## config.mk

```make
export PLATFORM = sky130hd
export DESIGN_NAME = keypad_scanner
export DESIGN_NICKNAME = d
export VERILOG_FILES = /design/src/rtl/keypad_pkg.sv /design/src/rtl/keypad_col_driver.sv /design/src/rtl/keypad_scanner.sv
export SDC_FILE = /design/constraint.sdc
export NUM_CORES = 1
export LEC_CHECK = 0
export CELL_PAD_IN_SITES_DETAIL_PLACEMENT = 1
export CELL_PAD_IN_SITES_GLOBAL_PLACEMENT = 1
export CORE_ASPECT_RATIO = 2
export CORE_MARGIN = 4
export CORE_UTILIZATION = 30
export DETAILED_ROUTE_END_ITERATION = 10
export GPL_ROUTABILITY_DRIVEN = 1
export PLACE_DENSITY_LB_ADDON = 0.1
export SETUP_SLACK_MARGIN = 0.02
export SLEW_MARGIN = 20
export SYNTH_ARGS = -nofsm -noshare
export SYNTH_HDL_FRONTEND = slang
export SYNTH_SLANG_ARGS = --single-unit
export TNS_END_PERCENT = 20
```

## constraint.sdc

```tcl
create_clock -name clock -period 11.05 [get_ports clock]
set_clock_uncertainty 0.2 [all_clocks]
set_input_delay 1.105 -clock clock [delete_from_list [all_inputs] [get_ports clock]]
set_output_delay 1.105 -clock clock [all_outputs]
set_load 0.01 [all_outputs]
```

## src/rtl/keypad_pkg.sv

```systemverilog
// rtl/keypad_pkg.sv - shared types and constants for the keypad scanner
package keypad_pkg;

  typedef enum logic [1:0] {IDLE, DEBOUNCE, HELD, RELEASE} kp_state_e;
  typedef enum logic [1:0] {NONE, SINGLE, MULTI} scan_res_e;

  localparam logic [3:0] COL_RESET = 4'b1110;
  // Also decoded by the combination lock as its clear key.
  localparam logic [3:0] KEY_CLEAR = 4'd11;

  function automatic int max_int(input int a, input int b);
    return (a > b) ? a : b;
  endfunction

endpackage

```

## src/rtl/keypad_col_driver.sv

```systemverilog
// rtl/keypad_col_driver.sv - column rotation with end-of-slot and end-of-scan strobes
module keypad_col_driver
  import keypad_pkg::*;
#(
  parameter int SCAN_TICKS = 5000
) (
  input  logic       clock,
  input  logic       reset,
  output logic [3:0] col,
  output logic [1:0] col_idx,
  output logic       end_slot,
  output logic       end_scan
);

  localparam int TW = $clog2(SCAN_TICKS);
  localparam logic [TW-1:0] TICK_LAST = TW'(SCAN_TICKS - 1);

  logic [TW-1:0] tick;

  assign end_slot = (tick == TICK_LAST);
  assign end_scan = end_slot && (col_idx == 2'd3);

  always_ff @(posedge clock) begin
    if (!reset) begin
      tick    <= '0;
      col     <= COL_RESET;
      col_idx <= 2'd0;
    end else if (end_slot) begin
      tick    <= '0;
      col     <= {col[2:0], col[3]};
      col_idx <= col_idx + 2'd1;
    end else begin
      tick    <= tick + TW'(1);
    end
  end

endmodule

```

## src/rtl/keypad_scanner.sv

```systemverilog
// rtl/keypad_scanner.sv - 4x4 keypad scan, debounce and key-accept FSM
// Optional auto-repeat while a key is held: KEYPAD_AUTOREPEAT_EN.
module keypad_scanner
  import keypad_pkg::*;
#(
  parameter int SCAN_TICKS     = 5000,
  parameter int DEBOUNCE_SCANS = 4,
  parameter int REPEAT_SCANS   = 250
) (
  input  logic       clock,
  input  logic       reset,
  input  logic [3:0] row,
  output logic [3:0] col,
  output logic       newkey,
  output logic [3:0] keycode,
  output logic       held
);

  localparam int CW = $clog2(max_int(DEBOUNCE_SCANS, REPEAT_SCANS) + 1);
  localparam logic [CW-1:0] DEB_LAST = CW'(DEBOUNCE_SCANS);
  localparam logic [CW-1:0] ONE      = CW'(1);

  logic [3:0]  row_s1, row_s2;
  logic [1:0]  col_idx;
  logic        end_slot, end_scan;
  logic [15:0] hits, hits_now;
  logic [4:0]  nhits;
  logic [3:0]  key;
  scan_res_e   res;
  kp_state_e   state;
  logic [CW-1:0] cnt;
  logic [3:0]  cand;

  keypad_col_driver #(.SCAN_TICKS(SCAN_TICKS)) u_col (
    .clock    (clock),
    .reset    (reset),
    .col      (col),
    .col_idx  (col_idx),
    .end_slot (end_slot),
    .end_scan (end_scan)
  );

  always_ff @(posedge clock) begin
    if (!reset) begin
      row_s1 <= 4'b1111;
      row_s2 <= 4'b1111;
    end else begin
      row_s1 <= row;
      row_s2 <= row_s1;
    end
  end

  // hits bit 4*row+col collects low intersections; the last slot folds in combinationally.
  always_comb begin
    hits_now = hits;
    if (end_slot) begin
      for (int r = 0; r < 4; r++) begin
        if (!row_s2[r]) hits_now[{2'(r), col_idx}] = 1'b1;
      end
    end
    nhits = 5'd0;
    key   = 4'd0;
    for (int i = 0; i < 16; i++) begin
      if (hits_now[i]) begin
        nhits = nhits + 5'd1;
        key   = 4'(i);
      end
    end
    if (nhits == 5'd0)      res = NONE;
    else if (nhits == 5'd1) res = SINGLE;
    else                    res = MULTI;
  end

`ifdef KEYPAD_AUTOREPEAT_EN
  localparam logic [CW-1:0] REP_LAST = CW'(REPEAT_SCANS);
  logic [CW-1:0] rep;

  always_ff @(posedge clock) begin
    if (!reset) begin
      rep <= '0;
    end else if (end_scan) begin
      if (state != HELD) rep <= '0;
      else if (res == SINGLE && key == keycode) rep <= (rep + ONE == REP_LAST) ? '0 : rep + ONE;
      else rep <= '0;
    end
  end

  wire repeat_fire = end_scan && state == HELD && res == SINGLE &&
                     key == keycode && (rep + ONE == REP_LAST);
`else
  wire repeat_fire = 1'b0;
`endif

  always_ff @(posedge clock) begin
    if (!reset) begin
      state   <= IDLE;
      cnt     <= '0;
      cand    <= 4'd0;
      hits    <= '0;
      newkey  <= 1'b0;
      keycode <= 4'd0;
      held    <= 1'b0;
    end else begin
      newkey <= repeat_fire;
      hits   <= end_scan ? '0 : hits_now;
      if (end_scan) begin
        case (state)
          IDLE: begin
            if (res == SINGLE) begin
              cand <= key;
              cnt  <= ONE;
              if (DEBOUNCE_SCANS == 1) begin
                keycode <= key;
                newkey  <= 1'b1;
                held    <= 1'b1;
                state   <= HELD;
              end else begin
                state <= DEBOUNCE;
              end
            end
          end
          DEBOUNCE: begin
            if (res == SINGLE && key == cand) begin
              if (cnt + ONE == DEB_LAST) begin
                keycode <= cand;
                newkey  <= 1'b1;
                held    <= 1'b1;
                state   <= HELD;
              end else begin
                cnt <= cnt + ONE;
              end
            end else begin
              state <= IDLE;
            end
          end
          HELD: begin
            if (res == NONE) begin
              if (DEBOUNCE_SCANS == 1) begin
                held  <= 1'b0;
                state <= IDLE;
              end else begin
                cnt   <= ONE;
                state <= RELEASE;
              end
            end
          end
          RELEASE: begin
            if (res == NONE) begin
              if (cnt + ONE == DEB_LAST) begin
                held  <= 1'b0;
                state <= IDLE;
              end else begin
                cnt <= cnt + ONE;
              end
            end else begin
              state <= HELD;
            end
          end
          default: state <= IDLE;
        endcase
      end
    end
  end

endmodule

```

Yosys cells after proc, flatten, opt, wreduce, memory -nomap -nowiden
Cells that the tools add are included.
- register bits: 63
- bits in latches: 0
- memory bits (writable): 0
- bits in read-only memories: 0
- bits of input ports: 6
- word-level logic and storage cells: 146
- memories: 0
- add/sub/neg operators: 18
- $mul: 0
- div/mod/pow operators: 0
- magnitude comparators: 8
- eq/ne operators: 17
- shift operators: 0
- mux-type cells: 68
- bitwise logic cells: 5
- reduce and logical (&&, ||, !) cells: 18
- operators with widths (kind ; count):
    $mux W16 ; 8
    $add A5 B1 Y5 const B ; 15
    $mux W5 ; 15
    $mux W4 ; 14
    $mux W8 ; 5
    $pmux W8 S4 ; 1
    $mux W2 ; 8
    $or A16 B12 Y16 ; 1
    $or A16 B16 Y16 ; 1
    $or A16 B4 Y16 ; 1
    $or A16 B8 Y16 ; 1
    $add A13 B1 Y13 const B ; 1
    $eq A13 B13 Y1 const B ; 1
    $ne A2 B2 Y1 const B ; 6
    $mux W1 ; 11
    $lt A4 B5 Y1 const B ; 2
    $reduce_and A5 Y1 ; 2
    $add A8 B1 Y8 const B ; 1
    $demux W1 S2 ; 4
    $eq A8 B3 Y1 const B ; 1
    $ge A4 B1 Y1 const B ; 2
    $pmux W2 S4 ; 1
    $reduce_and A4 Y1 ; 2
    $eq A2 B2 Y1 const B ; 3
    18 further kinds ; 27

Logic depth before layout (Yosys ltp)
- word-level depth: 54
- gate-level depth with buffers: 58
- gate-level depth less buffers: 58

By module
Synthesis repeated with hierarchy kept, for this count alone.
- cell total of the unflattened synthesis: 545
- area, all modules: 4609.4 um^2
- modules (own cells, without submodules) (module ; times used ; cells each ; area each (um^2) ; sequential area each (um^2)):
    keypad_scanner ; 1 ; 461 ; 3811.2 ; 880.8
    keypad_col_driver ; 1 ; 84 ; 798.3 ; 380.4

Least setup slack after synthesis
OpenSTA, ideal clock, no wires.
- path type: flip-flop to flip-flop
- from: register u_col.tick[0]
- to: register cnt[0]
- setup time: 59 ps
- data arrival time: 10507 ps
- setup slack: 284 ps
- cell stages (with the launch flop): 59
- period minus slack after synthesis: 10766 ps
- path through: dfxtp_1 -> ha_1 -> and4_1 -> clkbuf_1 -> a41oi_1 -> ha_1 -> nor3b_1 -> a41oi_1 -> o31ai_1 -> ha_1 -> nand2_1 -> nand3_1 -> ha_1 -> mux2_2 -> o21ai_0 -> inv_1 -> ha_1 -> nand2_1 -> [23 not listed] -> nand2_1 -> nand2_1 -> ha_1 -> nor2_1 -> a31oi_1 -> a31oi_1 -> inv_1 -> ha_1 -> nand2_1 -> o21ai_0 -> ha_1 -> nand2b_1 -> and3_1 -> a311oi_1 -> nand4_1 -> mux2_2 -> a211oi_1 -> o211a_1
- cells in the longest elaborated chain, start to end: 40
- elaborated cells between the ends (all ways): 62
- RTL lines (element ; line ; RTL):
    start: declaration ; keypad_col_driver.sv:18 ; logic [TW-1:0] tick;
    start signal: assignment ; keypad_col_driver.sv:33 ; tick <= tick + TW'(1);
    $eq A13 B13 Y1 (*) ; keypad_col_driver.sv:20 ; assign end_slot = (tick == TICK_LAST);
    $mux W16 ; keypad_scanner.sv:56 ; if (end_slot) begin
    $mux W1 ; keypad_scanner.sv:64 ; if (hits_now[i]) begin
    $add A5 B1 Y5 ; keypad_scanner.sv:65 ; nhits = nhits + 5'd1;
    $mux W5 ; keypad_scanner.sv:64 ;
    $add A5 B1 Y5 ; keypad_scanner.sv:65 ;
    $mux W5 ; keypad_scanner.sv:64 ;
    $add A5 B1 Y5 ; keypad_scanner.sv:65 ;
    [24 not listed] ; n/a ;
    $mux W5 ; keypad_scanner.sv:64 ;
    $eq A5 B1 Y1 ; keypad_scanner.sv:70 ; else if (nhits == 5'd1) res = SINGLE;
    $mux W2 ; keypad_scanner.sv:70 ;
    $mux W2 ; keypad_scanner.sv:69 ; if (nhits == 5'd0) res = NONE;
    $eq A2 B1 Y1 ; keypad_scanner.sv:109, keypad_scanner.sv:123 ;
    $logic_and A1 B1 Y1 ; keypad_scanner.sv:123 ; if (res == SINGLE && key == cand) begin
    $ne A2 B2 Y1 (no source line) ; n/a ;
    $reduce_and A5 Y1 (no source line) (*) ; n/a ;
    end signal: assignment ; keypad_scanner.sv:130 ; cnt <= cnt + ONE;
    end signal: assignment ; keypad_scanner.sv:153 ; cnt <= cnt + ONE;
    end: declaration ; keypad_scanner.sv:31 ; logic [CW-1:0] cnt;
Mark *: on every way between the ends. The rest lies on a longest branch, timed or not.
A chain may end at the register's enable or synchronous reset.

Final worst setup path
- from: register u_col.col_idx[0]
- to: register cnt[0]
- cells in the longest elaborated chain, start to end: 54
- elaborated cells between the ends (all ways): 93
- RTL lines (element ; line ; RTL):
    start: declaration ; keypad_col_driver.sv:10 ; output logic [1:0] col_idx,
    start signal: assignment ; keypad_col_driver.sv:31 ; col_idx <= col_idx + 2'd1;
    $lt A2 B5 Y1 (implied by the code) / $ge A2 B1 Y1 (equally long branches) ; keypad_scanner.sv:58 ; if (!row_s2[r]) hits_now[{2'(r), col_idx}] = 1'b1;
    $logic_and A1 B1 Y1 (implied by the code) ; keypad_scanner.sv:58 ;
    $mux W1 (implied by the code) ; keypad_scanner.sv:58 ;
    $demux W1 S2 ; keypad_scanner.sv:58 ;
    $or A16 B4 Y16 (no source line) ; n/a ;
    $mux W16 ; keypad_scanner.sv:58 ;
    $mux W16 ; keypad_scanner.sv:56 ;
    $or A16 B8 Y16 (no source line) ; n/a ;
    [38 not listed] ; n/a ;
    $mux W5 ; keypad_scanner.sv:64 ;
    $eq A5 B1 Y1 ; keypad_scanner.sv:70 ;
    $mux W2 ; keypad_scanner.sv:70 ;
    $mux W2 ; keypad_scanner.sv:69 ;
    $eq A2 B1 Y1 ; keypad_scanner.sv:109, keypad_scanner.sv:123 ;
    $logic_and A1 B1 Y1 ; keypad_scanner.sv:123 ;
    $ne A2 B2 Y1 (no source line) ; n/a ;
    $reduce_and A5 Y1 (no source line) (*) ; n/a ;
Mark *: on every way between the ends. The rest lies on a longest branch, timed or not. The select of a mux whose other input is x is not followed.

==> metrics.md <==
| Metric | Value |
|---|---|
| Outcome | finished, final reports clean |
| Largest family of logic cells by synthesized area | simple AND/OR/NAND/NOR gates |
| Compound-gate portion of the synthesized area | 20.8% |
| Slew HR | 38.5% |
| Max FO, Critical Path | 6 |
| CP arrival | 10580 ps |
| CTS Buffer Depth | 2 |
| Max Cap Violations | 0 |
| Yosys cell types | 64 |
| Yosys top cell area share | 27.0% |
| Fmax | 0.0953 GHz |
| Pre-CTS WS | -410 ps |
| Nets | 627 |
| CTS sink cnt | 63 |
| Antenna diodes | 0 |
| Final hold violation count | 0 |
| Final WS setup | 552 ps |
| Post-DR vias/cell | 5.40 |
| Final Max Tran Viols | 0 |
| Most common cell on crit path | ha_1 |
| Worst-margin pin slew | 915 ps |
| Gr ovfl total | 0 |
| Crit Path Class | reg2reg |
| Most common cell in the netlist | dfxtp_1 |
| DR WL/cell | 18.2 µm |
| Cell Rows | 64 |
| Worst-skew pair later-pin latency | 330 ps |
| Cts hold-fix bufs | 0 |
| Worst path bufs/invs | 5 |
| Total vias in the final route | 4339 |
| Top post-synthesis cells by area | dfxtp_1, xnor2_1, ha_1 |
| Initial antenna violation count | 0 |
| CTS Root Cell | clkbuf_16 |
| Static leakage | 2.37 nW |
| Syn avg cell area | 8.31 µm² |
| CP Capture Type | flop |
| Commonest cells post-synth | dfxtp_1, nand2_1, nor2_1 |
| Antenna viol nets, final | 0 |
| I/O pin cnt | 16 |
| Routed WL | 14600 µm |
| Period utilisation layout | 95.0% |
| Critical Path RT | 11130 ps |
| Initial Util | 30.6% |
| Die H | 185 µm |
| Yosys top cell by area | dfxtp_1 |
| Fraction of registers with async set/reset | 0% |
| Share of layout cells above drive strength 1 | 19.6% |
| Mapped Cells | 563 |
| First-pass GRT wire length | 23500 µm |
| Synth Flop Type | dfxtp_1 |
| Register bit total from synthesis | 63 |
| Post-synthesis simple-gate area fraction | 26.7% |
| Die outline area | 17800 µm² |
| IR drop worst, VDD | 0.0943 mV |
| HPWL after detailed placement | 11500 µm |
| Core area | 15300 µm² |
| Syn nets | 589 |
| Filler cells | 1793 |
| Max stage delay on crit path | 370 ps |
| Final Wtd Congestion | 0.842 |
| HP Class | reg2reg |
| Post-Syn Area | 4680 µm² |
| Die width | 96.3 µm |
| IO buf count | 15 |
| Pre-Repair DR Iteration Count | 4 |
| CTS H-tree depth | 3 |
| CP max stage cell | dfxtp_4 |
| Mux contribution to synthesized area | 2.75% |
| Setup violators final | 0 |
| Post-synthesis adder-cell area fraction | 5.56% |
| GRT Total Usage | 17.2% |
| XOR/XNOR Fraction of Synth Area | 13.6% |
| Area Overhead vs Synth | 24.3% |
| Worst-path clk slew | 60 ps |
| CP startpoint kind | flop |
| CTS tree | built |
| Hold Slack | 205 ps |
| Pwr/cell area | 95.3 nW/µm² |
| Largest net degree at the start of global routing | 38 |
| Vias in the first global route | 4647 |
| DRC | 0 |
| EDFF count, synth | 0 |
| Initial DRC Count | 93 |
| Fin crit period | 10500 ps |
| Post-synthesis sequential area ratio | 27.0% |
| CTS buffer count | 9 |
| Top Family by Delay on Critical Path | adder cells |
| YS warnings | 0 |
-- final timing paths --
path	depth (start not counted)	start	slack [ps]	endpoint
setup / recovery	59	u_col.col_idx[0]	550	cnt[0]
hold reg to reg	1	row_s1[1]	210	row_s2[1]
hold / removal	1	row_s1[1]	210	row_s2[1]
setup reg to reg	59	u_col.col_idx[0]	550	cnt[0]
-- layer usage --
metal / up-vias / global-route usage [%] / routed length, µm
met5: - / 0 / 0
met4: 0 / 7.20 / 439
met3: 26 / 1.76 / 158
met2: 45 / 35.1 / 8790
met1: 2138 / 16.3 / 5260
li1: 2130 / - / -
-- sequential cells by signal (all words and copies together) (netlist names) --
| register | flops |
|---|---|
| hits | 16 |
| held | 1 |
| row_s2 | 4 |
| u_col.col | 4 |
| u_col.col_idx | 2 |
| u_col.tick | 13 |
| keycode | 4 |
| cand | 4 |
| cnt | 8 |
| row_s1 | 4 |
| state | 2 |
| newkey | 1 |
-- report_power, final --
part	total (mW)	leakage (nW)	switching, mW	internal, mW
combinational	0.0110	1.70	0.00667	0.00429
sequential	0.231	0.512	0.00141	0.229
clock	0.313	0.158	0.112	0.200
total	0.554	2.37	0.120	0.434
-- worst reg2reg max path: cells and delay by family, from the launching register on --
kind	cells	cell delay (ps)
muxes	2	610
and+or+nand+nor	21	1960
adders and majority gates	15	4260
DFF	1	370
AOI/OAI and AO/OA	16	2590
buffers and inverters	5	470
-- logic make-up (layout without fill, tap and decap cells) --
kind of cell | Yosys count | in the layout
AO/OA/AOI/OAI | 123 | 123
XOR/XNOR | 63 | 63
adder cells (fa/ha/maj) | 21 | 21
buffers and inverters | 40 | 83
flip-flops | 63 | 63
multiplexers | 12 | 12
AND/OR/NAND/NOR | 241 | 241
-- metrics by stage --
step	instances	total power, mW	TNS [ps]	instance area (µm²)	utilization, %
2_1_floorplan	563	0.242	0	4680	-
3_3_place_gp	777	0.247	-251	5170	33.8
3_5_place_dp	777	0.247	-1400	5170	33.8
4_1_cts	795	0.563	0	5570	36.4
5_1_grt	804	0.576	-159	5810	38.0
6_report	804	0.554	0	5810	38.0
-- cell type report --
| type | count | area [µm²] | area share (%) |
|---|---|---|---|
| clock inverters | 7 | 105 | 1.81 |
| well taps | 198 | 248 | 4.26 |
| clock buffers | 9 | 225 | 3.87 |
| multi-input cells | 460 | 3490 | 60.0 |
| inverters | 17 | 63.8 | 1.10 |
| flip-flops and latches | 63 | 1270 | 21.8 |
| repair buffers | 50 | 413 | 7.10 |
-- layout by cell type, fill, tap and decap left out, types with 8 or more instances in the layout --
| cell | instances |
|---|---|
| a41oi_1 | 8 |
| nand3_1 | 33 |
| buf_4 | 35 |
| dfxtp_1 | 59 |
| xor2_1 | 20 |
| and3_1 | 13 |
| clkdlybuf4s50_1 | 15 |
| inv_1 | 17 |
| a41o_1 | 8 |
| a21oi_1 | 20 |
| nor3_1 | 8 |
| nand2_1 | 53 |
| nor2_1 | 53 |
| nand4_1 | 8 |
| nand2b_1 | 12 |
| xnor2_1 | 35 |
| clkbuf_16 | 9 |
| ha_1 | 17 |
| a41oi_2 | 9 |
| nor2b_1 | 14 |
| o21ai_0 | 10 |
-- repair_timing --
item	in CTS	in global routing
resized for setup	14	36
setup buffers	2	9
pin swaps	4	21
setup endpoints to repair	9	20
hold endpoints to repair	0	0
(Power assumes the default switching activity.)
